## src/rtl/mult_div_unit.sv

```systemverilog
// mult_div_unit: iterative 32-bit MULT/MULTU/DIV/DIVU engine holding the HI/LO registers.
module mult_div_unit #(
   parameter int DATA_W = 32,
   parameter int CNT_W  = 5
) (
   input  logic              clk,
   input  logic              rst,
   input  logic              start,
   input  logic [1:0]        op,
   input  logic [DATA_W-1:0] src_a,
   input  logic [DATA_W-1:0] src_b,
   input  logic              hi_we,
   input  logic              lo_we,
   input  logic [DATA_W-1:0] wdata,
   output logic              busy,
   output logic              done,
   output logic [DATA_W-1:0] hi,
   output logic [DATA_W-1:0] lo
);
   localparam logic [CNT_W-1:0] LAST = CNT_W'(DATA_W - 1);
   typedef enum logic [1:0] {IDLE, CALC, FINISH} state_t;
   state_t state, next;
   logic is_div, neg_q, neg_r, dbz;
   logic [DATA_W-1:0] a, b, raw_a, quo, rem;
   logic [CNT_W-1:0] cnt;
   logic [2*DATA_W-1:0] acc, prod;
   logic [DATA_W:0] add_sum, rem_sh, diff;
   logic sgn;
   assign busy = state != IDLE;
   assign sgn = ~op[0];
   always_comb begin
      next = state;
      next = (state == IDLE && start) ? CALC :
             (state == CALC && cnt == LAST) ? FINISH :
             (state == FINISH) ? IDLE : state;
   end
   // Multiply consumes multiplier bits LSB-first; divide consumes dividend bits MSB-first.
   always_comb begin
      add_sum = {1'b0, acc[2*DATA_W-1:DATA_W]} + {1'b0, b[cnt] ? a : '0};
      rem_sh  = {acc[2*DATA_W-1:DATA_W], a[LAST - cnt]};
      diff    = rem_sh - {1'b0, b};
      prod    = neg_q ? -acc : acc;
      quo     = neg_q ? -acc[DATA_W-1:0] : acc[DATA_W-1:0];
      rem     = neg_r ? -acc[2*DATA_W-1:DATA_W] : acc[2*DATA_W-1:DATA_W];
   end
   always_ff @(posedge clk or posedge rst) begin
      if (rst) begin
         state  <= IDLE;
         done   <= 1'b0;
         is_div <= 1'b0;
         neg_q  <= 1'b0;
         neg_r  <= 1'b0;
         dbz    <= 1'b0;
         a      <= '0;
         b      <= '0;
         raw_a  <= '0;
         cnt    <= '0;
         acc    <= '0;
         hi     <= '0;
         lo     <= '0;
      end else begin
         state <= next;
         done  <= state == FINISH;
         if (state == IDLE) begin
            if (start) begin
               is_div <= op[1];
               a      <= (sgn && src_a[DATA_W-1]) ? -src_a : src_a;
               b      <= (sgn && src_b[DATA_W-1]) ? -src_b : src_b;
               neg_q  <= sgn & (src_a[DATA_W-1] ^ src_b[DATA_W-1]);
               neg_r  <= sgn & src_a[DATA_W-1];
               dbz    <= src_b == '0;
               raw_a  <= src_a;
               cnt    <= '0;
               acc    <= '0;
            end else begin
               if (hi_we) hi <= wdata;
               if (lo_we) lo <= wdata;
            end
         end else if (state == CALC) begin
            cnt <= cnt + 1'b1;
            acc <= is_div ? {diff[DATA_W] ? rem_sh[DATA_W-1:0] : diff[DATA_W-1:0], acc[DATA_W-2:0], ~diff[DATA_W]}
                          : {add_sum, acc[DATA_W-1:1]};
         end else begin
            hi <= !is_div ? prod[2*DATA_W-1:DATA_W] : dbz ? raw_a : rem;
            lo <= !is_div ? prod[DATA_W-1:0] : dbz ? '1 : quo;
         end
      end
   end
endmodule

```

## config.mk

```make
export PLATFORM = sky130hd
export DESIGN_NAME = mult_div_unit
export DESIGN_NICKNAME = d
export VERILOG_FILES = /design/src/rtl/mult_div_unit.sv
export SDC_FILE = /design/constraint.sdc
export NUM_CORES = 1
export LEC_CHECK = 0
export CORE_MARGIN = 2
export CORE_UTILIZATION = 53
export CTS_CLUSTER_DIAMETER = 80
export DETAILED_ROUTE_END_ITERATION = 10
export PLACE_DENSITY = 0.76
export SYNTH_ARGS = -nofsm -noshare
export SYNTH_HDL_FRONTEND = slang
export SYNTH_SLANG_ARGS = --single-unit
```

## constraint.sdc

```tcl
create_clock -name clk -period 7.45 [get_ports clk]
set_input_delay 1.1175 -clock clk [delete_from_list [all_inputs] [get_ports clk]]
set_output_delay 1.1175 -clock clk [all_outputs]
set_load 0.05 [all_outputs]
```

==> metrics.md, run 1 <==
| Metric | Value |
|---|---|
| Outcome | `complete, no violations` |
| Crit path max fanout | `19` |
| Initial core utilization | `0.5416` |
| DRC viols | `0` |
| Worst setup margin | `approximately 1.6 ns` |
| TritonCTS clock tree | `built` |
| Reg-to-reg slack, setup | `about 1.6 ns` |
| Via density | `roughly 6.5` |
| Final Hold Viols | `0` |
| Final Max Slew Viols | `0` |
| Die height | `between 150 and 200 um` |
| Final-report setup violation count | `0` |
| Setup crit end kind | `flop` |
| DPL Wire Length | `~46 mm` |
| Largest net degree at the start of global routing | `between 150 and 200` |
| Most common cell after layout, fill and taps aside | `nand2_1` |
| Unrepaired setup endpoints after global routing | `false` |
| Leak Pwr | `roughly 9 nW` |
| Diodes inserted | `0` |
| Comb power frac | `0.648` |
| CORE AREA | `~33,000 um2` |
| CP Data Required Time | `approximately 7.9 ns` |
| Max Freq | `approximately 170 MHz` |
| Net Sw Frac | `0.5149` |
| PwrDens | `around 590 nW/um2` |
| Async S/R FF share, synth | `1.000` |
| H-tree levels | `1` |
| CTS root buf | `clkbuf_16` |
| DR pass1 iterations | `5` |
| CTS sink cnt | `235` |
| Pre-CTS WS | `about 1.7 ns` |
| Hold path depth | `2` |
| Hold Path Origin | `raw_a[2]` |
| Worst vdd ir | `~0.28 mV` |
| 1st-iter DRT viols | `~1,800` |
| CP startpoint kind | `flop` |
| Placement Rows | `66` |
| EDFF count, synth | `0` |
| Port-buffer cells | `168` |
| Top cells by area, synth | `dfrtp_1 33%, o21ai_0 7.3%, nand2_1 6.8%, xnor2_1 5.0%, ha_1 4.9%` |
| Worst Setup Path Type | `reg -> reg` |
| Design Area, Final | `20,620 um2` |
| Synth Flop Type | `dfrtp_1` |
| Vias in the first global route | `between 15,000 and 20,000` |
| Die area | `roughly 35,000 um2` |
| Commonest non-fill, non-tap cells in the layout | `321 x nand2_1, 257 x o21ai_0, 234 x dfrtp_1` |
| P&R area growth vs syn | `16.45%` |
| Power Internal | `approximately 5.9 mW` |
| GRT Total Usage | `0.3473` |
| Clk_skew | `approximately 0.016 ns` |
| Setup TNS | `0 ns` |
| First-pass GRT wire length | `96.22 mm` |
| Total power | `~12 mW` |
| Fin crit share | `0.7821` |
| MaxCap Viol Count | `0` |
| Register bit total from synthesis | `~240` |
| CTS resizes | `0` |
| Final antenna-violating net count | `0` |
| Via Count | `~18,000` |
| Clock Latency Late Sink | `between 0.5 and 0.6 ns` |
| Syn nets | `2,355` |
| Clk buf depth | `3` |
| Die W | `approximately 190 um` |
| Final net count | `roughly 2,400` |
| Crit path time final | `about 6 ns` |
| Switch Pwr | `approximately 6.2 mW` |
| Clk slew on worst S/H paths | `roughly 0.070 ns` |
| Cell Area, Placed | `19,660 um2` |
| Hold_buf cts | `0` |
| Synth cell types | `just over 80` |
| Initial antenna violation count | `0` |
| Sequential Power Share | `0.232` |
| Cells on worst reg2reg path | `17` |
| Syn Area/Cell | `just over 8 um2` |
| TritonCTS Buffers | `28` |
| Layout cell share with drive strength beyond 1 | `0.05349` |
| Synthesis warning total | `0` |
| Worst Hold End | `raw_a[2]` |
| Worst-margin pin slew | `1.162 ns` |
| Post-CTS setup buffers | `0` |
| Slew margin rel. | `0.2155` |
| Critical R2R Launch | `cnt[0]` |
| Placer Congestion | `around 0.97` |
| Crit. Startpoint | `cnt[0]` |
| Synth area leader | `dfrtp_1` |
| Total Wirelength | `a little over 60 mm` |
| Cell Area, Synth | `about 18,000 um2` |
| Crit path DAT | `around 6.3 ns` |
| Syn Inst Count | `about 2,200` |
| Grt total ovfl | `0` |
| Synth top area share | `0.3320` |
| Hold Crit Class | `reg -> reg` |
| Register area share after synthesis | `0.3320` |
| Routed len/inst | `between 20 and 25 um` |
| IO Count | `between 150 and 200` |
| Reg-to-Reg End | `acc[57]` |
| Clock network power share | `0.120` |
-- stage by stage --
stage | hold WS (ns) | std cells | util
floorplan | 0.4404 | 2180 | -
global placement | 0.4543 | 2672 | 0.6012
detailed placement | 0.4617 | 2672 | 0.6012
CTS | 0.4775 | 2723 | 0.6307
global route | 0.5014 | 2723 | 0.6307
finish | 0.4772 | 2723 | 0.6307
-- registers in the layout, summed over array words and instances, names as in the netlist --
register  flops
hi           32
is_div        1
state         2
b            32
neg_q         1
acc          64
a            32
cnt           5
lo           32
done          1
neg_r         1
raw_a        31
dbz           1
-- metal layers --
layer,wire [um],GRT usage,vias to the layer above
li1,-,-,8052
met1,25930,0.4823,8473
met2,27600,0.5488,942
met3,5805,0.06771,118
met4,1998,0.1090,0
met5,0,0,-
-- power by group through the flow --
stage,Combinational [mW],Clock [mW],Sequential (mW)
2_1_floorplan,5.40,0,2.82
3_3_place_gp,7.55,0,2.80
3_5_place_dp,7.66,0,2.81
4_1_cts,7.71,1.46,2.78
5_1_grt,8.56,1.52,2.88
6_report,7.84,1.46,2.81
-- worst max path at each step --
| stage | slack [ns] | to | cells after the start |
|---|---|---|---|
| after floorplan | 1.83 | acc[57] | 19 |
| after global placement | 1.89 | acc[57] | 17 |
| after detailed placement | 1.68 | acc[57] | 17 |
| after CTS | 1.65 | acc[55] | 15 |
| after global routing | 1.14 | acc[55] | 15 |
| final | 1.62 | acc[57] | 17 |
-- synth_stat cells, types with 14 or more instances --
library cell	number
a21o_1	33
and3_1	16
buf_1	15
mux4_2	20
nor4_1	19
ha_1	70
o31ai_1	25
xnor2_1	102
a31oi_1	19
o21ai_0	258
a211oi_1	18
dfrtp_1	235
inv_1	74
nand3_1	66
nand2_1	323
mux2i_1	56
nor2b_1	42
nor2_1	112
o211ai_1	20
clkbuf_1	126
o221ai_1	14
o22ai_1	37
nand2b_1	15
nor3_1	42
a21oi_1	146
xor2_1	63
or3_1	29
-- area by class of cell --
type                       count  area (um2)
timing repair buffer         194        1889
clock inverter                10       142.6
inverter                      75       285.3
clock buffer                  41       820.8
tap                          442       553.0
multi-input combinational   1726       11050
fill                        2904       12080
sequential                   235        5882
-- logic make-up (layout without fill, tap and decap cells) --
family	Yosys count	count (layout)	synth area share
and+or+nand+nor	731	731	0.1946
AOI/OAI and AO/OA	680	680	0.2348
DFF	235	235	0.3320
buffers and inverters	219	320	0.04698
xor gates and xnor gates	165	165	0.08160
muxes	78	78	0.05835
adders and majority gates	72	72	0.05171
-- worst max-delay path, cell delays in order (launching register included) --
cell      delay (ns)
dfrtp_1         0.76
buf_4           0.34
mux4_2          0.53
mux4_2          0.50
mux2i_1         0.31
ha_1            0.24
inv_1           0.06
fa_1            0.43
a211oi_1        0.30
o21a_1          0.24
a211oi_1        0.11
a21oi_1         0.49
o31ai_1         0.26
xor2_4          0.22
buf_4           0.25
and2_1          0.22
a222oi_1        0.29
o21ai_0         0.13
Power figures use the tool's default switching activity.
==> run 2, diff against run 1 <==
clock period = 5.05 ns   (was 7.45 ns; I/O delays follow)
==> metrics.md, run 2 (synthesized netlist as in run 1, its figures left out) <==
| Metric | Value |
|---|---|
| Outcome | `complete, no violations` |
| DPL Wire Length | `around 46 mm` |
| Clock network power share | `0.112` |
| Clk_skew | `about 0.021 ns` |
| Multi-input gate area | `around 11,000 um2` |
| Setup crit end kind | `flop` |
| Total Wirelength | `~61 mm` |
| Number of flip-flops in the largest register | `64` |
| Layout cell share with drive strength beyond 1 | `0.06641` |
| Placer Congestion | `roughly 0.95` |
| Max Freq | `~210 MHz` |
| IO Count | `around 170` |
| Sequential Power Share | `0.219` |
| Slowest cell on crit path | `mux4_2` |
| Pre-CTS WS | `about 0.043 ns` |
| Die area | `~35,000 um2` |
| Final net count | `around 2,500` |
| PwrDens | `~870 nW/um2` |
| Layout filler cell count | `2,919` |
| Worst Setup Path Type | `reg -> reg` |
| Clock Latency Late Sink | `0.56 ns` |
| TritonCTS Buffers | `28` |
| Leak Pwr | `~9 nW` |
| Crit path time final | `4.816 ns` |
| Routed len/inst | `22.28 um` |
| CP startpoint kind | `flop` |
| Final-report setup violation count | `0` |
| CTS sink cnt | `235` |
| Via density | `between 6 and 7` |
| Power Internal | `between 8 and 9 mW` |
| DRC viols | `0` |
| Initial core utilization | `0.5416` |
| Grt total ovfl | `0` |
| GRT Total Usage | `0.3446` |
| MaxCap Viol Count | `0` |
| Worst-margin pin slew | `around 1.1 ns` |
| Unrepaired setup endpoints after global routing | `false` |
| Fin crit share | `0.9536` |
| Most common cell after layout, fill and taps aside | `nand2_1` |
| Crit path max fanout | `32` |
| Final Max Slew Viols | `0` |
| Switch Pwr | `slightly above 9 mW` |
| Worst vdd ir | `approximately 0.42 mV` |
| CP cell instances | `buf_12, mux4_2, mux4_2, mux2i_2, buf_12, nor2b_1, ha_1, inv_1, fa_1, nor2b_1, o31a_1, o21ai_0, buf_4, o31ai_2, o31ai_2, buf_4, o211ai_1, a31oi_1, xor2_1, o221ai_1` |
| Reg with most FFs | `acc` |
| Critical R2R Launch | `cnt[0]` |
| Clk slew on worst S/H paths | `approximately 0.060 ns` |
| Port-buffer cells | `between 150 and 200` |
| Hold Crit Class | `reg -> reg` |
| TritonCTS clock tree | `built` |
| Commonest non-fill, non-tap cells in the layout | `321 x nand2_1, 256 x o21ai_0, 234 x dfrtp_1` |
| Register Area | `between 5000 and 6000 um2` |
| Net Sw Frac | `0.5090` |
| CORE AREA | `32,700 um2` |
| P&R area growth vs syn | `17.71%` |
| Final Hold Viols | `0` |
| Die height | `about 190 um` |
| Final antenna-violating net count | `0` |
| Setup TNS | `0 ns` |
| Placement Rows | `66` |
| H-tree levels | `1` |
| Crit path DAT | `5.21 ns` |
| Slew margin rel. | `0.2671` |
| Vias in the first global route | `between 15,000 and 20,000` |
| Comb power frac | `0.669` |
| First-pass GRT wire length | `approximately 96 mm` |
| CP Data Required Time | `between 5 and 6 ns` |
| Via Count | `17,540` |
| Hold Path Origin | `raw_a[1]` |
| CP max stage delay | `0.55 ns` |
| Largest net degree at the start of global routing | `165` |
| Die W | `186.8 um` |
| Diodes inserted | `0` |
| Initial antenna violation count | `1` |
| CTS root buf | `clkbuf_16` |
| DR pass1 iterations | `6` |
| Worst setup margin | `about 0.23 ns` |
| 1st-iter DRT viols | `~1,800` |
| Hold_buf cts | `0` |
| Crit. Startpoint | `cnt[0]` |
| Clk buf depth | `3` |
==> run 2: cell type report <==
| type | count | share of cell area |
|---|---|---|
| clock buffers | 39 | 0.03853 |
| clock inverters | 7 | 0.004321 |
| inverters | 75 | 0.01368 |
| multi-input cells | 1726 | 0.5317 |
| flip-flops and latches | 235 | 0.2821 |
| well taps | 442 | 0.02653 |
| repair buffers | 222 | 0.1031 |
==> run 2: final timing paths <==
path / cells after the start / to / slack, ns
setup / recovery: 20 / acc[55] / 0.23
hold / removal: 2 / raw_a[1] / 0.48
setup reg to reg: 20 / acc[55] / 0.23
hold reg to reg: 2 / raw_a[1] / 0.48
max in group asynchronous: 3 / a[5] / 3.41
min in group asynchronous: 3 / acc[4] / 0.72
==> run 2: critical path, delay by kind of cell, from the launching register on <==
| family | cells | cell delay [ns] |
|---|---|---|
| xor+xnor | 1 | 0.17 |
| buf+inv | 5 | 0.87 |
| compound gates | 7 | 1.38 |
| mux | 3 | 1.32 |
| simple gates | 2 | 0.14 |
| fa+ha+maj | 2 | 0.43 |
| flops | 1 | 0.37 |
==> run 2: what timing repair did <==
item,CTS,global route
setup endpoints to repair,0,26
hold endpoints to repair,0,0
gates resized for setup,0,8
buffers inserted,0,2
==> run 2: power by group through the flow <==
stage / Combinational [mW] / Clock, mW / Sequential, mW
6_report: 12.1 / 2.02 / 3.96
2_1_floorplan: 7.98 / 0 / 4.17
4_1_cts: 11.8 / 2.03 / 3.91
3_3_place_gp: 11.5 / 0 / 3.91
3_5_place_dp: 11.7 / 0 / 3.95
5_1_grt: 13.2 / 2.10 / 4.04
==> run 2: per-stage QoR <==
stage	cells	power [mW]	cell area, um2	util	hold WS, ns
5_1_grt	2746	19.32	20850	0.6375	0.4886
2_1_floorplan	2180	12.14	17720	-	0.4404
3_3_place_gp	2698	15.41	19910	0.6087	0.4545
4_1_cts	2744	17.73	20800	0.6360	0.4821
3_5_place_dp	2698	15.66	19910	0.6087	0.4678
6_report	2746	18.05	20850	0.6375	0.4807
==> run 2: routing by layer <==
metal,vias to the layer above,track usage,part of all wire
met5,-,0,0.00018
met1,8417,0.4757,0.42
met4,2,0.1325,0.039
li1,8090,-,-
met2,886,0.5370,0.45
met3,146,0.06620,0.094
==> run 3, diff against run 2 <==
CTS_CLUSTER_SIZE = 16   (was unset)
==> metrics.md, run 3 (synthesized netlist as in run 1, its figures left out) <==
| Metric | Value |
|---|---|
| Power Internal | `8.349 mW` |
| Crit path DAT | `5.15 ns` |
| Via density | `around 6.4` |
| DR pass1 iterations | `8` |
| Die W | `186.8 um` |
| DPL Wire Length | `~46 mm` |
| Worst vdd ir | `approximately 0.42 mV` |
| Placement Rows | `66` |
| Final antenna-violating net count | `0` |
| Final net count | `about 2,500` |
| Final Max Slew Viols | `0` |
| Hold slack final | `slightly below 0.5 ns` |
| TritonCTS clock tree | `built` |
| Grt total ovfl | `0` |
| Die height | `roughly 190 um` |
| Routed len/inst | `about 22 um` |
| GRT Total Usage | `0.3418` |
| Register Area | `slightly below 6000 um2` |
| H-tree levels | `1` |
| Crit path time final | `between 4 and 5 ns` |
| CTS root buf | `clkbuf_16` |
| Setup TNS | `0 ns` |
| Reg with most FFs | `acc` |
| CP Data Required Time | `approximately 5.4 ns` |
| Slowest cell on crit path | `mux4_2` |
| Clock Latency Late Sink | `0.53 ns` |
| Initial antenna violation count | `2` |
| Leak Pwr | `8.675 nW` |
| TritonCTS Buffers | `19` |
| Fin crit share | `0.9471` |
| Layout cell share with drive strength beyond 1 | `0.06045` |
| Design Area, Final | `20,480 um2` |
| Total Wirelength | `roughly 61 mm` |
| Vias in the first global route | `about 17,000` |
| Initial core utilization | `0.5416` |
| Placer Congestion | `approximately 0.95` |
| Commonest non-fill, non-tap cells in the layout | `321 x nand2_1, 256 x o21ai_0, 234 x dfrtp_1` |
| Switch Pwr | `slightly above 9 mW` |
| CP max stage delay | `0.55 ns` |
| Net Sw Frac | `0.5209` |
| Clk buf depth | `3` |
| Slew margin rel. | `0.2501` |
| Setup crit end kind | `flop` |
| Clk slew on worst S/H paths | `0.08 ns` |
| Clk_skew | `between 0.015 and 0.02 ns` |
| 1st-iter DRT viols | `1,679` |
| CTS sink cnt | `235` |
| Die area | `roughly 35,000 um2` |
| MaxCap Viol Count | `0` |
| Hold_buf cts | `0` |
| Comb power frac | `0.691` |
| Worst Setup Path Type | `reg -> reg` |
| CP startpoint kind | `flop` |
| Sequential Power Share | `0.227` |
| Most common cell after layout, fill and taps aside | `nand2_1` |
| Max Freq | `between 200 and 250 MHz` |
| CORE AREA | `between 30,000 and 40,000 um2` |
| Crit path max fanout | `32` |
| Final Hold Viols | `0` |
| Unrepaired setup endpoints after global routing | `false` |
| CP cell instances | `buf_12, mux4_2, mux4_2, mux2i_2, buf_12, nor2b_1, ha_1, inv_1, fa_1, nor2b_1, o31a_1, o21ai_0, buf_4, o31ai_2, o31ai_2, buf_4, o211ai_1, a31oi_1, xor2_1, o221ai_1` |
| Multi-input gate area | `roughly 11,000 um2` |
| Layout filler cell count | `2,945` |
| Cell Area, Placed | `approximately 20,000 um2` |
| PwrDens | `851.1 nW/um2` |
| DRC viols | `0` |
| Hold Crit Class | `reg -> reg` |
| Final-report setup violation count | `0` |
| IO Count | `around 170` |
| Diodes inserted | `0` |
| Port-buffer cells | `~170` |
| Via Count | `roughly 17,000` |
| Outcome | `complete, no violations` |
| Largest net degree at the start of global routing | `165` |
| First-pass GRT wire length | `between 90 and 100 mm` |
| Worst-margin pin slew | `approximately 1.1 ns` |
| Number of flip-flops in the largest register | `64` |
| P&R area growth vs syn | `15.61%` |
| Clock network power share | `0.082` |
| Total power | `between 15 and 20 mW` |
[run 3: changes by cell type in the layout (fill, tap and decap cells not counted)]
cell,delta
a21oi_1,-1
a21oi_2,+1
bufinv_16,-2
clkbuf_1,-5
clkbuf_16,-10
clkbuf_8,-4
clkinv_2,-1
clkinv_4,+1
clkinvlp_4,-2
inv_6,+1
inv_8,+1
[run 3: per-stage QoR]
stage	worst slack, ns	utilization	instances
finish	0.2670	0.6261	2725
global route	0.02735	0.6261	2725
global placement	0.1882	0.6087	2698
CTS	0.02405	0.6245	2723
floorplan	0.08878	-	2180
detailed placement	0.04269	0.6087	2698
[run 3: timing repair]
item                       4_1_cts  5_1_grt
gates resized for setup          0        9
setup endpoints to repair        0       27
hold endpoints to repair         0        0
setup buffers                    0        2
[run 3: worst max-delay path: cells and delay by family (launching register included)]
kind            cells  cell delay, ns
simple gates        2            0.14
buf+inv             5            0.87
flops               1            0.38
xor+xnor            1            0.17
mux                 3            1.32
compound gates      7            1.33
fa+ha+maj           2            0.43
[run 3: final timing paths]
kind / from / slack, ns / end / cells past startpoint
min in group asynchronous: rst / 0.76 / acc[7] / 3
min reg2reg: lo[21] / 0.48 / lo[21] / 2
min: lo[21] / 0.48 / lo[21] / 2
max in group asynchronous: rst / 3.43 / is_div / 3
max reg2reg: cnt[0] / 0.27 / acc[55] / 20
max: cnt[0] / 0.27 / acc[55] / 20
[run 3: area by class of cell]
class,count,share of cell area
Tap cell,442,0.02701
Sequential cell,235,0.2873
Multi-Input combinational cell,1726,0.5415
Clock buffer,20,0.02340
Inverter,75,0.01393
Clock inverter,5,0.001894
Timing Repair Buffer,222,0.1050
[run 3: power by group through the flow]
stage | sequential (mW) | clock [mW] | combinational, mW
after floorplan | 4.17 | 0 | 7.98
after global placement | 3.91 | 0 | 11.5
after detailed placement | 3.95 | 0 | 11.7
after CTS | 3.91 | 1.44 | 11.8
after global routing | 4.03 | 1.49 | 13.1
final | 3.95 | 1.43 | 12.0
[run 3: metal layers]
metal  vias up  track usage  part of all wire
li1       8058            -                 -
met1      8420       0.4704              0.42
met2       857       0.5375              0.45
met3       144      0.06526             0.090
met4         4       0.1258             0.040
met5         -            0           0.00049
